`config.mk`:
```
export PLATFORM = sky130hd
export DESIGN_NAME = call_arbiter_flat
export DESIGN_NICKNAME = d
export VERILOG_FILES = /design/src/rtl/call_arbiter_if.sv /design/src/rtl/call_arbiter.sv /design/src/flat_wrapper.sv
export SDC_FILE = /design/constraint.sdc
export NUM_CORES = 1
export LEC_CHECK = 0
export ABC_CLOCK_PERIOD_IN_PS = 1670
export BUFFER_PORTS_ARGS = -buffer_cell sky130_fd_sc_hd__buf_2
export CAP_MARGIN = 0
export CORE_ASPECT_RATIO = 1.75
export CORE_UTILIZATION = 45
export CTS_CLUSTER_SIZE = 30
export DETAILED_ROUTE_END_ITERATION = 12
export PLACE_DENSITY = 0.72
export SYNTH_ARGS = -nofsm -noshare
export SYNTH_HDL_FRONTEND = slang
export SYNTH_SLANG_ARGS = --single-unit
export TNS_END_PERCENT = 30
```
`constraint.sdc`:
```
create_clock -name clk -period 1.67 [get_ports clk]
set_clock_uncertainty 0.05 [all_clocks]
set_input_delay 0.0835 -clock clk [delete_from_list [all_inputs] [get_ports clk]]
set_output_delay 0.0835 -clock clk [all_outputs]
set_load 0.03 [all_outputs]
```
`src/rtl/call_arbiter_if.sv`:
```
// Seat-call arbiter bus: seat buttons and attendant handshake in, call lights and grant status out.
// master = seat panel / attendant side, slave = arbiter.
interface call_arbiter_if #(
  parameter int unsigned NSEAT = 4
);
  localparam int unsigned IdW = $clog2(NSEAT);

  logic [NSEAT-1:0] call;
  logic [NSEAT-1:0] cancel;
  logic             ack;
  logic             done;
  logic [NSEAT-1:0] pending;
  logic             grant_valid;
  logic [IdW-1:0]   grant_id;
  logic             busy;
  logic [7:0]       served_count;

  modport master (
    output call, cancel, ack, done,
    input  pending, grant_valid, grant_id, busy, served_count
  );

  modport slave (
    input  call, cancel, ack, done,
    output pending, grant_valid, grant_id, busy, served_count
  );
endinterface

```
`src/rtl/call_arbiter.sv`:
```
// Round-robin seat call arbiter: latches seat calls and offers them one at a time to the attendant.
// Optional offer timeout is built only when CALL_TIMEOUT_EN is defined.
module call_arbiter #(
  parameter int unsigned NSEAT   = 4,
  parameter int unsigned TIMEOUT = 16
) (
  input  logic          clk,
  input  logic          reset,
  call_arbiter_if.slave bus
);

  localparam int unsigned IdW = $clog2(NSEAT);

  if (NSEAT < 2 || NSEAT > 16 || TIMEOUT < 1) begin : g_param_check
    $error("call_arbiter: NSEAT must be 2..16 and TIMEOUT at least 1");
  end

  typedef enum logic [1:0] {StIdle, StOffer, StServe} state_e;

  state_e           state_q, state_d;
  logic [NSEAT-1:0] pending_q, pending_d, clr;
  logic [IdW-1:0]   grant_id_q, grant_id_d;
  logic [IdW-1:0]   rr_ptr_q, rr_ptr_d;
  logic [IdW-1:0]   pick, gid_next;
  logic [IdW:0]     idx;
  logic             found;
  logic [7:0]       served_q, served_d;

`ifdef CALL_TIMEOUT_EN
  localparam int unsigned TimerW = $clog2(TIMEOUT + 1);
  logic [TimerW-1:0] timer_q, timer_d;
`endif

  // First pending seat at or above rr_ptr, wrapping past the top seat.
  always_comb begin
    found = 1'b0;
    pick  = '0;
    idx   = '0;
    for (int unsigned i = 0; i < NSEAT; i++) begin
      idx = {1'b0, rr_ptr_q} + (IdW + 1)'(i);
      if (idx >= (IdW + 1)'(NSEAT)) begin
        idx = idx - (IdW + 1)'(NSEAT);
      end
      if (!found && pending_q[idx[IdW-1:0]]) begin
        found = 1'b1;
        pick  = idx[IdW-1:0];
      end
    end
  end

  assign gid_next = (grant_id_q == IdW'(NSEAT - 1)) ? '0 : grant_id_q + 1'b1;

  // A fresh call always wins over cancel and over the ack clear.
  always_comb begin
    clr = '0;
    if (state_q == StOffer && bus.ack) begin
      clr[grant_id_q] = 1'b1;
    end
    pending_d = bus.call | (pending_q & ~bus.cancel & ~clr);
  end

  always_comb begin
    state_d    = state_q;
    grant_id_d = grant_id_q;
    rr_ptr_d   = rr_ptr_q;
    served_d   = served_q;
    case (state_q)
      StIdle: begin
        grant_id_d = '0;
        if (found) begin
          state_d    = StOffer;
          grant_id_d = pick;
        end
      end
      StOffer: begin
        if (bus.ack) begin
          state_d  = StServe;
          rr_ptr_d = gid_next;
        end else if (!pending_d[grant_id_q]) begin
          state_d    = StIdle;
          grant_id_d = '0;
`ifdef CALL_TIMEOUT_EN
        end else if (timer_q == TimerW'(TIMEOUT - 1)) begin
          // Give up on this seat for now but keep its light on; others get a turn first.
          state_d    = StIdle;
          grant_id_d = '0;
          rr_ptr_d   = gid_next;
`endif
        end
      end
      StServe: begin
        if (bus.done) begin
          state_d    = StIdle;
          grant_id_d = '0;
          if (served_q != 8'hFF) begin
            served_d = served_q + 8'd1;
          end
        end
      end
      default: begin
        state_d    = StIdle;
        grant_id_d = '0;
      end
    endcase
  end

`ifdef CALL_TIMEOUT_EN
  always_comb begin
    timer_d = '0;
    if (state_q == StOffer && state_d == StOffer) begin
      timer_d = timer_q + 1'b1;
    end
  end

  always_ff @(posedge clk) begin
    if (reset) begin
      timer_q <= '0;
    end else begin
      timer_q <= timer_d;
    end
  end
`endif

  always_ff @(posedge clk) begin
    if (reset) begin
      state_q    <= StIdle;
      pending_q  <= '0;
      grant_id_q <= '0;
      rr_ptr_q   <= '0;
      served_q   <= '0;
    end else begin
      state_q    <= state_d;
      pending_q  <= pending_d;
      grant_id_q <= grant_id_d;
      rr_ptr_q   <= rr_ptr_d;
      served_q   <= served_d;
    end
  end

  assign bus.pending      = pending_q;
  assign bus.grant_valid  = (state_q == StOffer);
  assign bus.busy         = (state_q == StServe);
  assign bus.grant_id     = grant_id_q;
  assign bus.served_count = served_q;

endmodule

```
`src/flat_wrapper.sv`:
```
// flat-port wrapper written by rule: the top's interface ports become plain ports
module call_arbiter_flat 
#(
  parameter int unsigned NSEAT   = 4,
  parameter int unsigned TIMEOUT = 16
)
  (clk, reset, bus_call, bus_cancel, bus_ack, bus_done, bus_pending, bus_grant_valid, bus_grant_id, bus_busy, bus_served_count);
  call_arbiter_if #(.NSEAT(NSEAT)) bus_i ();
  input  logic clk;
  input  logic reset;
  input wire logic [$bits(bus_i.call)-1:0] bus_call;
  input wire logic [$bits(bus_i.cancel)-1:0] bus_cancel;
  input wire logic [$bits(bus_i.ack)-1:0] bus_ack;
  input wire logic [$bits(bus_i.done)-1:0] bus_done;
  output wire logic [$bits(bus_i.pending)-1:0] bus_pending;
  output wire logic [$bits(bus_i.grant_valid)-1:0] bus_grant_valid;
  output wire logic [$bits(bus_i.grant_id)-1:0] bus_grant_id;
  output wire logic [$bits(bus_i.busy)-1:0] bus_busy;
  output wire logic [$bits(bus_i.served_count)-1:0] bus_served_count;
  assign bus_i.call = bus_call;
  assign bus_i.cancel = bus_cancel;
  assign bus_i.ack = bus_ack;
  assign bus_i.done = bus_done;
  assign bus_pending = bus_i.pending;
  assign bus_grant_valid = bus_i.grant_valid;
  assign bus_grant_id = bus_i.grant_id;
  assign bus_busy = bus_i.busy;
  assign bus_served_count = bus_i.served_count;
  call_arbiter #(.NSEAT(NSEAT), .TIMEOUT(TIMEOUT)) u_core (.clk(clk), .reset(reset), .bus(bus_i));
endmodule
```
==> results.md <==
Status:
- The flow ran to the end, but the final reports show violations.
- The checks that failed: setup timing.

Detailed routing:
- The final routed wire length divided by cell count is 15.04 um.
- After detailed routing, the total wire length is 3.023 mm.
- Once detail routing completed, the nets flagged for antenna violations numbered 0.
- The wire length the detailed router placed on met1 is 1.165 mm.
- The first-iteration detailed-routing DRC count is 54.
- The length of routed met2 wiring is 1.666 mm.
- The number of search-and-repair iterations in the first detailed-routing pass is 4.
- Routed signal wires occupy layers up through met4.
- The post-route DRC violation count is 0.
- The routed layout has 1180 vias.
- The average vias per placed instance is 5.871.
- In the detailed route, the total length drawn on met3 is 106 um.

Setup path:
- For the worst setup path, the data arrival time is 1.97 ns.
- STA puts the critical path data required time at 1.76 ns.
- The kind of cell adding the most delay to the critical path is simple AND/OR/NAND/NOR gates.
- The critical path start-end classification is flop to flop.
- The largest single stage delay on the critical path is 0.39 ns.
- Of all nets on the critical path, the largest fanout is 5.
- The critical path capture point type is a flop.
- The number of buffer and inverter stages on the critical path is 1.
- The critical path goes through inv_2 -> ha_2 -> and4b_2 -> o21ai_1 -> nand4_1 -> or3_4 -> a32o_1.
- STA classifies the critical path startpoint as a flop.
- The critical path's slowest cell is dfxtp_4.

Synth:
- During synthesis, Yosys emitted a total of 0 warnings.
- After synthesis, the largest family of logic cells by area is simple AND/OR/NAND/NOR gates.
- The synthesized flop and latch total is 18.
- The number of nets handed over by synthesis was 148.
- The compound-cell area share of the yosys netlist came to 0.2013.
- Yosys attributes the largest share of cell area to dfxtp_1 32%, nor2_1 6.1%, ha_1 5.6%, a211oi_1 3.4%, nor2b_1 3.4%.
- The fraction of the yosys area taken by sequential cells is 0.3240.
- The netlist uses 42 different library cells.
- The adder-cell share of the synthesized area is 0.05624.
- The share of synthesized area in the top cell type comes to 0.3240.
- Among all flip-flop cells after synthesis, the most frequent one is dfxtp_1.
- Of the total synthesized cell area, the portion taken by AND, OR, NAND and NOR gates is 0.2936.
- The synthesized design contains 0 enable-type register cells.
- The post-synthesis share of cell area spent on xor and xnor gates is 0.04724.
- Of all flip-flops after synthesis, the portion carrying an async set or reset was 0.
- The leading area contributor after synthesis is dfxtp_1.
- The cell count after synthesis came out at 131.
- The post-synthesis mux area share is 0.03712.
- The average instance area after synthesis is 8.491 sq um.
- Summing every instance area after synthesis gives 0.001112 sq mm.

Floorplan:
- The initial standard-cell utilization of the core is 0.4832.
- The area of the core region is 0.002302 sq mm.
- The total number of placement rows is 23.
- The floorplan step set the die width to 39.58 um.
- The chip height is 67.77 um.
- The number of ports placed on the die boundary is 28.
- The die footprint is 0.002682 sq mm.

GRT:
- After global routing the overflow that remains totals 0.
- The number of global-route vias before repair came to 1119.
- Entering global routing, the biggest net connects 20 pins.
- The first global-routing pass estimated 4.512 mm of wire.
- The number of antenna violations at the first check in global routing was 0.
- For this run, the total global-route usage over all layers was measured as 0.2384.

Power and ir drop:
- The maximum VDD drop is 649.5 uV.
- In this run the power density over the cells is 826.8 mW/mm^2.
- The leakage power summed over all cells is 0.0006638 uW.

Layout:
- The area added between synthesis and finish is 33.75%.
- The multi-input combinational cells in the finished layout cover a total of 740.7 sq um.
- The antenna cell count is 0.
- Measured on the finished design, the core utilization comes to 0.6462.
- The area occupied by registers is 370.4 sq um.
- The share of post-route cells with drive strength above 1 is 0.3920.
- At the end of the flow, the number of nets in the layout was 194.
- After filler insertion, the fill cell instance count of the layout stands at 198.

Clocking:
- TritonCTS built the clock tree.
- The longest clock path from root to sink contains 2 buffers.
- The clock reaches the later pin of the worst-skew pair after 0.25 ns.
- The tree built by TritonCTS fans out to 18 sinks.
- In this run the clock root is driven by a clkbuf_8.
- The number of clock buffers inserted by TritonCTS is 3.
- The clock input transition at the sequential cells of the worst setup and hold paths is 0.07 ns.
- CTS built an H-tree with a depth of 1.

Placed design:
- The half-perimeter wire length after placement is 2.255 mm.
- The final weighted congestion in routability-driven placement is 0.9513.
- The worst slack at placement is -0.1892 ns.
- The quantity of I/O buffers inserted on ports is 27.

Timing:
- Setup repair after global routing could not meet its margin everywhere.
- The worst hold margin is 0.01282 ns.
- The number of hold-slack violations in the final timing report is 0.
- The least setup slack across all paths after layout is -0.2058 ns.
- At the pin with the least slew margin, the transition time is 0.3871 ns.
- The time the final worst path needs with I/O delays and setup is 1.876 ns.
- Measured against its own limit, the worst slew margin works out to 0.7419.
- The total setup violations reported at the end of the flow is 3.
- The final count of pins violating max slew was 0.
- The final cycle utilization of the critical path is 1.123.
- Based on the critical path, the design can be clocked at up to 0.5331 GHz.

Flow run:
- Max-cap violations in this run came to 0.

Worst hold path:
- The worst hold path belongs to the class primary input to flop.
[metrics by stage]
step	setup TNS [ns]	instances	power (uW)	cell area, sq um
2_1_floorplan	-0.3563	131	748.4	1126
3_3_place_gp	-0.3594	196	887.9	1405
3_5_place_dp	-0.3975	196	901.1	1405
4_1_cts	-0.3811	200	1212	1469
5_1_grt	-0.7555	201	1287	1488
6_report	-0.4798	201	1230	1488
[kinds of logic after synthesis]
group	after synthesis
buf+inv	11
compound gates	30
mux	4
flops	18
xor+xnor	6
fa+ha+maj	5
simple gates	57
[synthesized netlist by cell type, types with 4 or more instances]
cell type / instances
ha_1: 5
a211oi_1: 5
nor2b_1: 6
nand2_1: 4
nand4_1: 4
nand2b_1: 5
o21ai_1: 4
dfxtp_1: 18
a21oi_1: 7
inv_1: 6
nor2_1: 18
xor2_1: 4
[path summary, 6_finish.rpt]
check        slack, ns                                    start                                      end  cells past startpoint
max              -0.21      u_core.bus.grant_id[1]$_SDFFE_PP0P_      u_core.bus.grant_id[0]$_SDFFE_PP0P_                      7
min reg2reg       0.50  u_core.bus.served_count[7]$_SDFFE_PP0P_  u_core.bus.served_count[7]$_SDFFE_PP0P_                      2
max reg2reg      -0.21      u_core.bus.grant_id[1]$_SDFFE_PP0P_      u_core.bus.grant_id[0]$_SDFFE_PP0P_                      7
min               0.01                              bus_call[1]         u_core.bus.pending[1]$_SDFF_PP0_                      3
[cell usage in the layout (no fill, tap or decap), drive strengths merged, types with 3 or more instances in the layout]
cell type,netlist,final
o21ai,7,7
and3,3,3
nand2b,5,5
a21oi,7,7
a211oi,5,5
nand2,4,4
inv,6,6
buf,4,46
mux2i,3,3
ha,5,5
nor2,18,18
dfxtp,18,18
nand4,4,4
and4b,4,4
nor2b,6,6
xor2,4,4
clkbuf,1,3
or3,3,3
[routing by layer]
layer	track usage	vias to the layer above
li1	-	568
met1	0.2337	560
met2	0.4303	44
met3	0.03289	8
met4	0.1552	0
met5	0	-
[registers in the layout, summed over array words and instances (netlist names)]
register	cells
u_core.state_q	2
u_core.rr_ptr_q	2
u_core.bus.served_count	8
u_core.bus.grant_id	2
u_core.bus.pending	4
[power breakdown]
part	internal (uW)	leakage, uW	switching [uW]
clock	163	0.0000231	145
sequential	464	0.000149	44.9
combinational	182	0.000492	231
total	809	0.000664	421
[timing repair]
action	in CTS	in global routing
pin swaps	8	0
setup buffers	0	1
resized for setup	4	3
hold buffers	0	0
endpoints found under the setup margin	3	7
[cell type report]
cell class | instances | area share
Timing Repair Buffer | 46 | 0.1867
Sequential cell | 18 | 0.2489
Clock buffer | 3 | 0.02775
Multi-Input combinational cell | 102 | 0.4979
Clock inverter | 1 | 0.002523
Inverter | 6 | 0.01514
Tap cell | 25 | 0.02103
[worst register-to-register path, delay by kind of cell, from the launching register on]
kind	cells	cell delay (ns)
AO/OA/AOI/OAI	2	0.40
adder cells (fa/ha/maj)	1	0.17
buffers and inverters	1	0.05
flip-flops	1	0.39
AND/OR/NAND/NOR	3	0.71
(Power assumes the default switching activity.)
